--- config.mk ---
export PLATFORM = sky130hd
export DESIGN_NAME = dmem_scan_arbiter_flat
export DESIGN_NICKNAME = d
export VERILOG_FILES = /design/src/rtl/dmem_scan_arbiter_if.sv /design/src/rtl/dmem_scan_arbiter.sv /design/src/flat_wrapper.sv
export SDC_FILE = /design/constraint.sdc
export NUM_CORES = 1
export LEC_CHECK = 0
export BUFFER_PORTS_ARGS = -buffer_cell sky130_fd_sc_hd__buf_2
export CAP_MARGIN = 10
export CORE_MARGIN = 5
export CORE_UTILIZATION = 50
export DETAILED_ROUTE_END_ITERATION = 10
export PLACE_DENSITY_LB_ADDON = 0.2
export RECOVER_POWER = 50
export SLEW_MARGIN = 0
export SYNTH_ARGS = -nofsm -noshare
export SYNTH_HDL_FRONTEND = slang
export SYNTH_SLANG_ARGS = --single-unit
--- constraint.sdc ---
create_clock -name clk -period 4.3 [get_ports clk]
set_input_delay 0.86 -clock clk [delete_from_list [all_inputs] [get_ports clk]]
set_output_delay 0.86 -clock clk [all_outputs]
set_load 0.05 [all_outputs]
--- src/rtl/dmem_scan_arbiter_if.sv ---
// CPU-side access port of the MEM-stage data RAM as seen through the scan arbiter.
// The MEM stage is the master; the arbiter is the slave and may stall it.
interface dmem_scan_arbiter_if #(
  parameter int ADDR_W = 6,
  parameter int DATA_W = 32
);
  logic              cpu_req;
  logic              cpu_we;
  logic [ADDR_W-1:0] cpu_addr;
  logic [DATA_W-1:0] cpu_wdata;
  logic [DATA_W-1:0] cpu_rdata;
  logic              cpu_stall;

  modport master (
    output cpu_req, cpu_we, cpu_addr, cpu_wdata,
    input  cpu_rdata, cpu_stall
  );

  modport slave (
    input  cpu_req, cpu_we, cpu_addr, cpu_wdata,
    output cpu_rdata, cpu_stall
  );
endinterface

--- src/rtl/dmem_scan_arbiter.sv ---
// Shares the single port of the MEM-stage data RAM between the pipeline (priority) and a
// display-scan engine that periodically reads one word and latches it for the 7-seg display.
module dmem_scan_arbiter #(
  parameter int ADDR_W     = 6,
  parameter int DATA_W     = 32,
  parameter int TICK_MAX   = 20000000,
  parameter int STARVE_MAX = 4
) (
  input  logic              clk,
  input  logic              reset,
  dmem_scan_arbiter_if.slave cpu,
  input  logic              select_mode,
  input  logic [ADDR_W-1:0] manual_addr,
  output logic [ADDR_W-1:0] ram_addr,
  output logic              ram_we,
  output logic [DATA_W-1:0] ram_wdata,
  input  logic [DATA_W-1:0] ram_rdata,
  output logic [DATA_W-1:0] disp_word,
  output logic [ADDR_W-1:0] disp_addr,
  output logic              disp_update
);

  localparam int TICK_W   = (TICK_MAX > 1) ? $clog2(TICK_MAX + 1) : 1;
  localparam int STARVE_W = $clog2(STARVE_MAX + 1);
  localparam logic [TICK_W-1:0]   TICK_LAST   = TICK_W'(TICK_MAX);
  localparam logic [STARVE_W-1:0] STARVE_LAST = STARVE_W'(STARVE_MAX - 1);

  typedef enum logic [1:0] {
    S_IDLE,
    S_PEND,
    S_SCAN
  } state_t;

  state_t              state;
  logic [TICK_W-1:0]   tick_cnt;
  logic [STARVE_W-1:0] starve_cnt;
  logic [ADDR_W-1:0]   auto_ptr;
  logic [ADDR_W-1:0]   manual_q;
  logic                period_tick;
  logic                manual_tick;
  logic                tick;
  logic                in_scan;
  logic [ADDR_W-1:0]   scan_addr;

  // A new switch setting in manual mode refreshes the display without waiting a full period.
  assign period_tick = (tick_cnt == TICK_LAST);
  assign manual_tick = !select_mode && (manual_addr != manual_q);
  assign tick        = period_tick | manual_tick;

  assign scan_addr = select_mode ? auto_ptr : manual_addr;
  assign in_scan   = (state == S_SCAN);

  // The scan owns the port for exactly one cycle; a CPU access in that cycle is held off.
  assign ram_addr      = in_scan ? scan_addr : cpu.cpu_addr;
  assign ram_we        = cpu.cpu_req & cpu.cpu_we & ~in_scan;
  assign ram_wdata     = cpu.cpu_wdata;
  assign cpu.cpu_rdata = ram_rdata;
  assign cpu.cpu_stall = in_scan & cpu.cpu_req;

  // NOTE: sequential state uses non-blocking assignments so every register samples the
  // pre-edge values, independent of statement order across always_ff blocks.
  always_ff @(posedge clk or negedge reset) begin
    if (!reset) begin
      tick_cnt <= '0;
      manual_q <= '0;
    end else begin
      tick_cnt <= period_tick ? '0 : tick_cnt + 1'b1;
      manual_q <= manual_addr;
    end
  end

  always_ff @(posedge clk or negedge reset) begin
    if (!reset) begin
      state       <= S_IDLE;
      starve_cnt  <= '0;
      auto_ptr    <= '0;
      disp_word   <= '0;
      disp_addr   <= '0;
      disp_update <= 1'b0;
    end else begin
      disp_update <= 1'b0;
      case (state)
        S_IDLE: begin
          if (tick) begin
            state      <= S_PEND;
            starve_cnt <= '0;
          end
        end
        S_PEND: begin
          // Ticks arriving here merge into the one pending scan.
          if (!cpu.cpu_req) begin
            state <= S_SCAN;
          end else begin
            starve_cnt <= starve_cnt + 1'b1;
            if (starve_cnt == STARVE_LAST) state <= S_SCAN;
          end
        end
        S_SCAN: begin
          disp_word   <= ram_rdata;
          disp_addr   <= scan_addr;
          disp_update <= 1'b1;
          if (select_mode) auto_ptr <= auto_ptr + 1'b1;
          starve_cnt <= '0;
          state      <= tick ? S_PEND : S_IDLE;
        end
        default: state <= S_IDLE;
      endcase
    end
  end

endmodule

--- src/flat_wrapper.sv ---
// flat-port wrapper written by rule: the top's interface ports become plain ports
module dmem_scan_arbiter_flat 
#(
  parameter int ADDR_W     = 6,
  parameter int DATA_W     = 32,
  parameter int TICK_MAX   = 20000000,
  parameter int STARVE_MAX = 4
)
  (clk, reset, select_mode, manual_addr, ram_addr, ram_we, ram_wdata, ram_rdata, disp_word, disp_addr, disp_update, cpu_cpu_req, cpu_cpu_we, cpu_cpu_addr, cpu_cpu_wdata, cpu_cpu_rdata, cpu_cpu_stall);
  dmem_scan_arbiter_if #(.ADDR_W(ADDR_W), .DATA_W(DATA_W)) cpu_i ();
  input  logic clk;
  input  logic reset;
  input  logic select_mode;
  input  logic [ADDR_W-1:0] manual_addr;
  output logic [ADDR_W-1:0] ram_addr;
  output logic ram_we;
  output logic [DATA_W-1:0] ram_wdata;
  input  logic [DATA_W-1:0] ram_rdata;
  output logic [DATA_W-1:0] disp_word;
  output logic [ADDR_W-1:0] disp_addr;
  output logic disp_update;
  input wire logic [$bits(cpu_i.cpu_req)-1:0] cpu_cpu_req;
  input wire logic [$bits(cpu_i.cpu_we)-1:0] cpu_cpu_we;
  input wire logic [$bits(cpu_i.cpu_addr)-1:0] cpu_cpu_addr;
  input wire logic [$bits(cpu_i.cpu_wdata)-1:0] cpu_cpu_wdata;
  output wire logic [$bits(cpu_i.cpu_rdata)-1:0] cpu_cpu_rdata;
  output wire logic [$bits(cpu_i.cpu_stall)-1:0] cpu_cpu_stall;
  assign cpu_i.cpu_req = cpu_cpu_req;
  assign cpu_i.cpu_we = cpu_cpu_we;
  assign cpu_i.cpu_addr = cpu_cpu_addr;
  assign cpu_i.cpu_wdata = cpu_cpu_wdata;
  assign cpu_cpu_rdata = cpu_i.cpu_rdata;
  assign cpu_cpu_stall = cpu_i.cpu_stall;
  dmem_scan_arbiter #(.ADDR_W(ADDR_W), .DATA_W(DATA_W), .TICK_MAX(TICK_MAX), .STARVE_MAX(STARVE_MAX)) u_core (.clk(clk), .reset(reset), .cpu(cpu_i), .select_mode(select_mode), .manual_addr(manual_addr), .ram_addr(ram_addr), .ram_we(ram_we), .ram_wdata(ram_wdata), .ram_rdata(ram_rdata), .disp_word(disp_word), .disp_addr(disp_addr), .disp_update(disp_update));
endmodule
# --- Word-level counts from Yosys, hierarchy flattened ---
# Cells that the tools add are included.
totals:
  regBits: 81
  in_bits: 81
  wordCells: 43
op_classes:
  add_sub_neg: 3
  n_eq_ne: 8
  muxes: 12
  bitwise_logic: 5
  reduce_logical: 7
op_table:
  columns: ["operator", "n"]
  rows:
  - ["$add 25x1->25 const B", 1]
  - ["$eq 25x25->1 const B", 1]
  - ["$mux 25", 1]
  - ["$mux 6", 2]
  - ["$pmux 3 s3", 1]
  - ["$add 6x1->6 const B", 1]
  - ["$mux 2", 3]
  - ["$mux 3", 2]
  - ["$ne 6x6->1", 1]
  - ["$pmux 2 s3", 1]
  - ["$reduce_and 2->1", 2]
  - ["$add 3x1->3 const B", 1]
  - ["$and 1x1->1", 3]
  - ["$eq 3x2->1 const B", 1]
  - ["$ne 3x2->1 const B", 1]
  - ["$reduce_and 3->1", 1]
  - ["$reduce_bool 3->1", 1]
  - ["$eq 2x1->1 const B", 1]
  - ["$eq 2x2->1 const B", 1]
  - ["$logic_not 2->1", 1]
  - ["$mux 1", 2]
  - ["$ne 2x1->1 const B", 1]
  - ["$ne 2x2->1 const B", 1]
  - ["$logic_and 1x1->1", 1]
  - ["3 further kinds", 3]

# --- Logic depth before layout (Yosys ltp) ---
# Gate-level depths: netlist of the first run.
depth:
  ltp_word: 5
  mapped_depth: 7
  depth_no_buf: 7

# --- Worst setup path before layout of the first run ---
# No wires, ideal clock.
synth_path:
  path_type: "input-to-output"
  from: "in select_mode"
  to: "out ram_addr[0]"
  t_arrival_ns: 1.818
  setup_slack_ns: 1.622
  path_stages: 4
  path_buffers: 1
  path_cell_list: "clkbuf_1 > mux2i_1 > nand2_1 > o21a_1"
synth_between:
  elab_chain_cells: 2
synth_rtl:
  columns: ["item", "line_no", "source"]
  rows:
  - ["start: declaration", "flat_wrapper.sv:13", "input logic select_mode;"]
  - ["$mux 6", "dmem_scan_arbiter.sv:50", "assign scan_addr = select_mode ? auto_ptr : manual_addr;"]
  - ["$mux 6", "dmem_scan_arbiter.sv:54", "assign ram_addr = in_scan ? scan_addr : cpu.cpu_addr;"]
  - ["end: declaration", "flat_wrapper.sv:15", "output logic [ADDR_W-1:0] ram_addr;"]
# No other way between the ends.

# --- Worst setup path in the final report of the first run ---
layout_path:
  from: "reg u_core.state[0]"
  to: "out ram_addr[2]"
layout_between:
  elab_chain_cells: 2
layout_rtl:
  columns: ["item", "line_no", "source"]
  rows:
  - ["start: declaration", "dmem_scan_arbiter.sv:34", "state_t state;"]
  - ["start signal: assignment", "dmem_scan_arbiter.sv:104", "state <= tick ? S_PEND : S_IDLE;"]
  - ["$eq 2x2->1", "dmem_scan_arbiter.sv:51", "assign in_scan = (state == S_SCAN);"]
  - ["$mux 6", "dmem_scan_arbiter.sv:54", null]
# No other way between the ends.

==> metrics.md, run 1 <==
| Metric | Value |
|---|---|
| Outcome | finished with violations |
| Failing checks | capacitance limit, slew limit |
| Met1 usage | 18.1% |
| Storage cell area | roughly 0.002 mm^2 |
| Core ar. | 0.00773 mm^2 |
| Global Route met3 Usage | 4.95% |
| Fillers | about 700 |
| Number of global-route vias before repair | 2573 |
| Part of the power in registers | 36.6% |
| Worst hold start | u_core.auto_ptr[5] |
| Final wirelength | approximately 7.5 mm |
| Num CTS Buffers | 9 |
| Area Growth Syn to Fin | 11.2% |
| Max Transition Viols Final | 82 |
| Deepest clock path buffer count | 2 |
| Worst Path Required | 3440 ps |
| Root buffer cell | clkbuf_8 |
| Floorplan die area | just under 0.01 mm^2 |
| Design internal power | 0.00160 W |
| Layout Skew | 12.1 ps |
| Final critical-path required period | about 3100 ps |
| Global routing's busiest layer | met2 |
| Leakage component of the power | 2.11 nW |
| # Max-Cap Violations | 1 |
| Worst setup path class | reg -> out |
| Reg-to-reg critical path endpoint | u_core.auto_ptr[5] |
| Routability cong. | just under 0.8 |
| Mapped Cells | around 340 |
| Finished Core Util | 56.9% |
| Gates resized, CTS repair | 0 |
| Synthesized netlist net count | around 430 |
| Worst slew margin relative to its limit | -28.5% |
| Final setup violating endpoints | 0 |
| Worst min-delay path category | reg -> reg |
| Data arrival time of the critical path | 2230 ps |
| H-tree level count | 3 |
| Non-Filler Cell Area, Final | around 0.0044 mm^2 |
| Setup TNS | 0 ps |
| Crit-path slowest cell | nor2b_4 |
| X dimension of the die | between 90 and 100 um |
| Proportion of synthesized chip area in sequential cells | 51.2% |
| Buf+Inv Stages, Crit Path | 1 |
| Cell count of the worst hold path | 1 |
| Maximum fanout along the worst path | 44 |
| Startpoint type of the worst setup path | flop |
| Net load switching power | 0.00138 W |
| Multi-input logic area | 0.00139 mm^2 |
| Number of cell instances on the worst register-to-register path | 5 |
| Synth warn | 0 |
| Fmax | 324 MHz |
| DR pass1 iterations | 4 |
| Switch share | 46.3% |
| Row cnt | 32 |
| Average cell area after synthesis | 11.6 um^2 |
| Cell area reported after detailed placement | roughly 0.0042 mm^2 |
| Reg-to-reg setup timing slack | 2170 ps |
| GRT met2 Usage | 25.4% |
| Register bit total from synthesis | 81 |
| Final-report hold violation count | 0 |
| Wire length of the first global-routing pass | roughly 12 mm |
| Number of antenna violations at the first check in global routing | 0 |
| RR Startpoint | u_core.state[0] |
| Starting density of the core | 51.2% |
| Starting DRT DRC Count | 57 |
| GRT Resource Usage Total | 15.3% |
| Count of unresolved DRC violations after routing | 0 |
| Chain of cells forming the critical path | nor2b_4, nand2_1, o21a_1, buf_2 |
| Post-DR vias/cell | 4.95 |
| Proportion of power drawn by combinational gates | 45.0% |
| Maximum number of pins on one net before global-route repair | 82 |
| Number of top-level pins | 192 |
| Peak supply drop | 0.330 mV |
| Clock power frac | 18.4% |
| Delay of the slowest cell on the worst path | 800 ps |
| Number of sinks handled by clock tree synthesis | between 80 and 90 |
| Vertical extent of the die | ~99 um |
| Post-route ant nets | 0 |
| Worst setup EP type | output pin |
| Per-cell routed wire length | 14.5 um |
| Capture endpoint of the worst hold path | u_core.auto_ptr[5] |
| Worst Tran Pin Value | 1930 ps |
| TritonCTS clock tree | built |
| Unrepaired setup endpoints after global routing | no |
| Grt total ovfl | 0 |
| Largest delay contributor family on the critical path | simple AND/OR/NAND/NOR gates |
| Library cells used by synthesis | 33 |
| Hpwl dp | 5.71 mm |
| Hold_buf cts | 0 |
| Number of nets in the layout | 495 |
| Insertion delay of the later-clocked pin in the worst-skew pair | 360 ps |
| Post-CTS setup-driven buffer insertion count | 0 |
| Combined area of all synthesized cells | 0.00396 mm^2 |
| Cell area power density | 676 mW/mm^2 |
| Antenna Cells | 0 |
| Overall via count from detail_route | roughly 2600 |
| Clock slew seen by the registers of the worst setup and hold paths | approximately 80 ps |
| Post-route clock period utilization | 71.7% |
| Ratio of cells with drive above 1 in the final layout | between 40% and 50% |
| IO Port Bufs | 127 |
## flip-flops by register name, indices dropped and copies added, names as in the netlist
| name | count |
|---|---|
| u_core.disp_word | 32 |
| u_core.state | 2 |
| u_core.disp_update | 1 |
| u_core.starve_cnt | 3 |
| u_core.auto_ptr | 6 |
| u_core.tick_cnt | 25 |
| u_core.manual_q | 6 |
| u_core.disp_addr | 6 |
## cell families (layout without fill, tap and decap cells)
kind of cell             after synthesis  in the layout  share of synthesized area, %
AO/OA/AOI/OAI                         22             22                          4.11
flip-flops                            81             81                          51.2
AND/OR/NAND/NOR                       85             85                          11.5
XOR/XNOR                              32             32                          7.09
adder cells (fa/ha/maj)                5              5                          1.58
multiplexers                          39             39                          10.9
buffers and inverters                 78            150                          13.5
## metrics by stage
step / setup slack, ps / total power, W / hold slack (ps) / instances
after global routing: 1020 / 0.00312 / 507 / 516
after floorplan: 1620 / 0.00223 / 445 / 342
after global placement: 1610 / 0.00245 / 471 / 500
final: 1210 / 0.00297 / 492 / 516
after detailed placement: 1550 / 0.00247 / 475 / 500
after CTS: 1160 / 0.00302 / 492 / 516
## cell usage after synthesis
| cell | n | area, um^2 |
|---|---|---|
| a21o_1 | 1 | 7.51 |
| a21oi_1 | 1 | 5.00 |
| a21oi_4 | 1 | 16.3 |
| a31o_2 | 1 | 8.76 |
| a32oi_1 | 1 | 8.76 |
| and2_1 | 2 | 12.5 |
| and3_1 | 6 | 37.5 |
| buf_1 | 2 | 7.51 |
| buf_2 | 2 | 10.0 |
| buf_4 | 64 | 480 |
| clkbuf_1 | 4 | 15.0 |
| dfrtp_1 | 81 | 2030 |
| ha_1 | 5 | 62.6 |
| inv_1 | 6 | 22.5 |
| mux2_2 | 33 | 372 |
| mux2i_1 | 6 | 60.1 |
| nand2_1 | 20 | 75.1 |
| nand2b_1 | 1 | 6.26 |
| nand3_1 | 17 | 85.1 |
| nand4_1 | 7 | 43.8 |
| nor2_1 | 16 | 60.1 |
| nor2b_1 | 5 | 31.3 |
| nor3_1 | 1 | 5.00 |
| nor4_1 | 3 | 18.8 |
| nor4_2 | 3 | 37.5 |
| nor4bb_1 | 2 | 20.0 |
| o21a_1 | 12 | 90.1 |
| o21ai_0 | 3 | 15.0 |
| o21ai_1 | 1 | 5.00 |
| o22ai_1 | 1 | 6.26 |
| or4_4 | 2 | 22.5 |
| xnor2_1 | 20 | 175 |
| xor2_1 | 12 | 105 |
## worst max path at each step
stage,depth (start not counted),to,startpoint,slack (ps)
global placement,4,ram_addr[2],u_core.state[0],1610
CTS,4,ram_addr[2],u_core.state[0],1160
detailed placement,4,ram_addr[2],u_core.state[0],1550
floorplan,4,ram_addr[0],select_mode,1620
global route,4,ram_addr[2],u_core.state[0],1020
finish,4,ram_addr[2],u_core.state[0],1210
## area by class of cell
class / count / share of cell area [%]
Sequential cell: 81 / 46.1
Tap cell: 102 / 2.90
Clock buffer: 10 / 2.90
Clock inverter: 6 / 1.56
Multi-Input combinational cell: 183 / 31.7
Timing Repair Buffer: 128 / 14.3
Inverter: 6 / 0.512
## worst reg2reg max path, cell delays in order (launching register included)
cell     delay [ps]
dfrtp_1         460
nor2b_4         800
nand2_1         280
nor2_1          230
nand3_1         120
xnor2_1         130
## layer usage
metal  up-vias  routed length, um
li1       1225                  -
met1      1221               3100
met2        92               3560
met3        16                667
met4         0                136
met5         -                  0
## layout by cell type, fill, tap and decap left out, types with 5 or more instances in the layout
master	instances
buf_2	116
dfrtp_1	81
mux2_2	33
nand2_1	20
xnor2_1	20
nand3_1	17
nor2_1	16
o21a_1	12
xor2_1	12
clkbuf_1	11
clkbuf_8	9
nand4_1	7
inv_1	6
mux2i_1	6
and3_1	6
ha_1	5
## power groups by stage
stage          logic (W)  registers [W]  clock network (W)
2_1_floorplan   0.000482        0.00175                  0
3_3_place_gp     0.00135        0.00110                  0
3_5_place_dp     0.00136        0.00111                  0
4_1_cts          0.00136        0.00109           0.000564
5_1_grt          0.00141        0.00112           0.000588
6_report         0.00134        0.00109           0.000548
Note: power is estimated with default switching activity, not from simulation.
==> run 2: changes to the inputs <==
--- a/config.mk
+++ b/config.mk
@@ -8,7 +8,7 @@
 export BUFFER_PORTS_ARGS = -buffer_cell sky130_fd_sc_hd__buf_2
 export CAP_MARGIN = 10
 export CORE_MARGIN = 5
-export CORE_UTILIZATION = 50
+export CORE_UTILIZATION = 42
 export DETAILED_ROUTE_END_ITERATION = 10
 export PLACE_DENSITY_LB_ADDON = 0.2
 export RECOVER_POWER = 50
==> constraint.sdc (replaced) <==
create_clock -name clk -period 2.7 [get_ports clk]
set_input_delay 0.54 -clock clk [delete_from_list [all_inputs] [get_ports clk]]
set_output_delay 0.54 -clock clk [all_outputs]
set_load 0.05 [all_outputs]
==> run 2 against run 1 <==
  * Clock power is 95% higher
  * Global-route usage is 1.7 points lower
  * Routed wire length is 4.0% higher
  * Critical path depth stayed put
  * Worst hold slack worse by 140 ps
  * The flow now finishes without violations
  * First-iteration DRC count is 44% higher
  * Highest routed layer unchanged
  * Register-to-register slack worse by 1400 ps
  * Design area is 2.1% higher
  * Sequential cell count stayed put
  * Worst setup slack worse by 870 ps
  * Combinational power is 60% higher
==> metrics.md, run 2 (synthesis results as in run 1) <==
| Metric | Value |
|---|---|
| Routability cong. | 0.741 (-5.1%) |
| Floorplan die area | 0.0115 mm^2 (+17%) |
| Wire length on met3 | 615 um (-7.8%) |
| Fillers | 863 (+22%) |
| Gates resized, CTS repair | 0 (unchanged) |
| X dimension of the die | 107 um (+8.2%) |
| Hold_buf cts | 0 (unchanged) |
| Wl on met1 | 3.33 mm (+7.6%) |
| Post-route ant nets | 0 (unchanged) |
| Leading cell type in the layout, fill and taps excluded | buf_2 |
| Startpoint type of the worst setup path | flop |
| Overall via count from detail_route | 2553 (-0.039%) |
| Final cell count without fillers | 531 (+2.9%) |
| Layout Skew | 8.48 ps (-3.61 ps) |
| Worst setup path class | reg -> out |
| Vertical extent of the die | 107 um (+8.2%) |
| Core ar. | 0.00920 mm^2 (+19%) |
| Starting DRT DRC Count | 82 (+44%) |
| Worst setup EP type | output pin |
| Number of top-level pins | 192 (unchanged) |
| Count of unresolved DRC violations after routing | 0 (unchanged) |
| Final setup violating endpoints | 0 (unchanged) |
| Per-cell routed wire length | 14.6 um (+1.1%) |
| Cell area power density | 1100 mW/mm^2 (+63%) |
| Outcome | finished clean |
| Peak supply drop | 0.449 mV (+36%) |
| Number of nets in the layout | 501 (+1.2%) |
| Storage cell area | 0.00203 mm^2 (unchanged) |
| Final-report hold violation count | 0 (unchanged) |
| Registers with the highest flip-flop counts | u_core.disp_word x32, u_core.tick_cnt x25 |
| Data arrival time of the critical path | 1820 ps (-410 ps) |
| Maximum fanout along the worst path | 27 (-39%) |
| Max FFs per register | 32 (unchanged) |
| Num CTS Buffers | 9 (unchanged) |
| Fmax | between 400 and 500 MHz |
| Deepest clock path buffer count | 2 (unchanged) |
| Root buffer cell | clkbuf_8 |
| Setup TNS | 0 ps (unchanged) |
| Hpwl dp | 5.92 mm (+3.6%) |
| DR top layer | met4 |
| Final wirelength | 7.76 mm (+4.0%) |
| Insertion delay of the later-clocked pin in the worst-skew pair | 350 ps (about the same) |
| Commonest non-fill, non-tap cells in the layout | 110 x buf_2, 81 x dfrtp_1, 33 x mux2_2 |
| Worst Tran Pin Value | 1190 ps (-733 ps) |
| DR pass1 iterations | 4 (unchanged) |
| Worst min-delay path category | in -> reg |
| Worst slew margin relative to its limit | 20.4% (+49 points) |
| IO Port Bufs | 127 (unchanged) |
| GRT Resource Usage Total | 13.6% (-1.7 points) |
| # Max-Cap Violations | 0 (-1) |
| Post-DR vias/cell | 4.81 (-2.9%) |
| Number of antenna violations at the first check in global routing | 0 (unchanged) |
| Final critical-path required period | 2360 ps |
| Finished Core Util | 48.8% (-8.1 points) |
| Max Transition Viols Final | 0 (-100%) |
| Multi-input logic area | 0.00140 mm^2 (+0.45%) |
| Row cnt | 35 (+9.4%) |
| Amount of wire on met2 after detailed routing | 3.68 mm (+3.4%) |
| Area Growth Syn to Fin | 13.5% |
| Grt total ovfl | 0 (unchanged) |
| Ratio of cells with drive above 1 in the final layout | 40.7% (-1.1 points) |
| Starting density of the core | 43.0% (-8.2 points) |
| Unrepaired setup endpoints after global routing | no |
| Worst Path Required | 2160 ps (-1280 ps) |
| Antenna Cells | 0 (unchanged) |
| Number of sinks handled by clock tree synthesis | 81 (unchanged) |
| Number of global-route vias before repair | 2558 (-0.58%) |
| H-tree level count | 3 (unchanged) |
| Placed Instances | 515 (+3.0%) |
| Leakage component of the power | 2.13 nW (+1.3%) |
| Largest register by flop count | u_core.disp_word |
| TritonCTS clock tree | built |
| Maximum number of pins on one net before global-route repair | 50 (-39%) |
| Post-route clock period utilization | 87.3% |
| Wire length of the first global-routing pass | 12.5 mm (+3.4%) |
| Post-CTS setup-driven buffer insertion count | 0 (unchanged) |
| Clock slew seen by the registers of the worst setup and hold paths | 80 ps (about the same) |
[run 2: routing by layer]
metal,vias up,track usage [%]
met5,-,0
met4,0,4.66
met3,19,4.39
met2,94,22.2
met1,1202,17.0
li1,1238,-
[run 2: cell type report]
type                    instances  share of cell area [%]
multi-input cells             183                    31.2
inverters                       6                   0.502
flip-flops and latches         81                    45.2
repair buffers                134                    14.6
clock buffers                  11                    3.15
clock inverters                 5                    2.29
well taps                     111                    3.09
[run 2: path summary, 6_finish.rpt]
| check | start | end | slack (ps) | cells past startpoint |
|---|---|---|---|---|
| worst max register to register | u_core.tick_cnt[0] | u_core.starve_cnt[2] | 770 | 7 |
| worst min-delay path | manual_addr[3] | u_core.manual_q[3] | 360 | 1 |
| max in group asynchronous | reset | u_core.tick_cnt[4] | 1030 | 2 |
| min in group asynchronous | reset | u_core.disp_word[20] | 420 | 1 |
| worst min register to register | u_core.disp_addr[5] | u_core.disp_addr[5] | 490 | 1 |
| worst max-delay path | u_core.state[0] | ram_addr[4] | 340 | 4 |
[run 2: critical path, stage by stage, from the launching register on]
cell,delay (ps)
dfrtp_1,460
nor2b_4,500
nand2_1,160
o21a_1,140
buf_2,200
[run 2: through the flow]
stage	area, um^2	hold slack [ps]	setup slack, ps	power, W
finish	4490	355	342	0.00494
global route	4490	350	181	0.00518
CTS	4520	219	295	0.00502
global placement	4280	472	731	0.00391
detailed placement	4280	482	685	0.00394
floorplan	3960	244	566	0.00356
[run 2: report_power, final]
| part | switching [W] | total (W) | internal, W |
|---|---|---|---|
| clock | 0.000430 | 0.00107 | 0.000638 |
| sequential | 0.000176 | 0.00173 | 0.00155 |
| combinational | 0.00157 | 0.00215 | 0.000573 |
| total | 0.00218 | 0.00494 | 0.00276 |
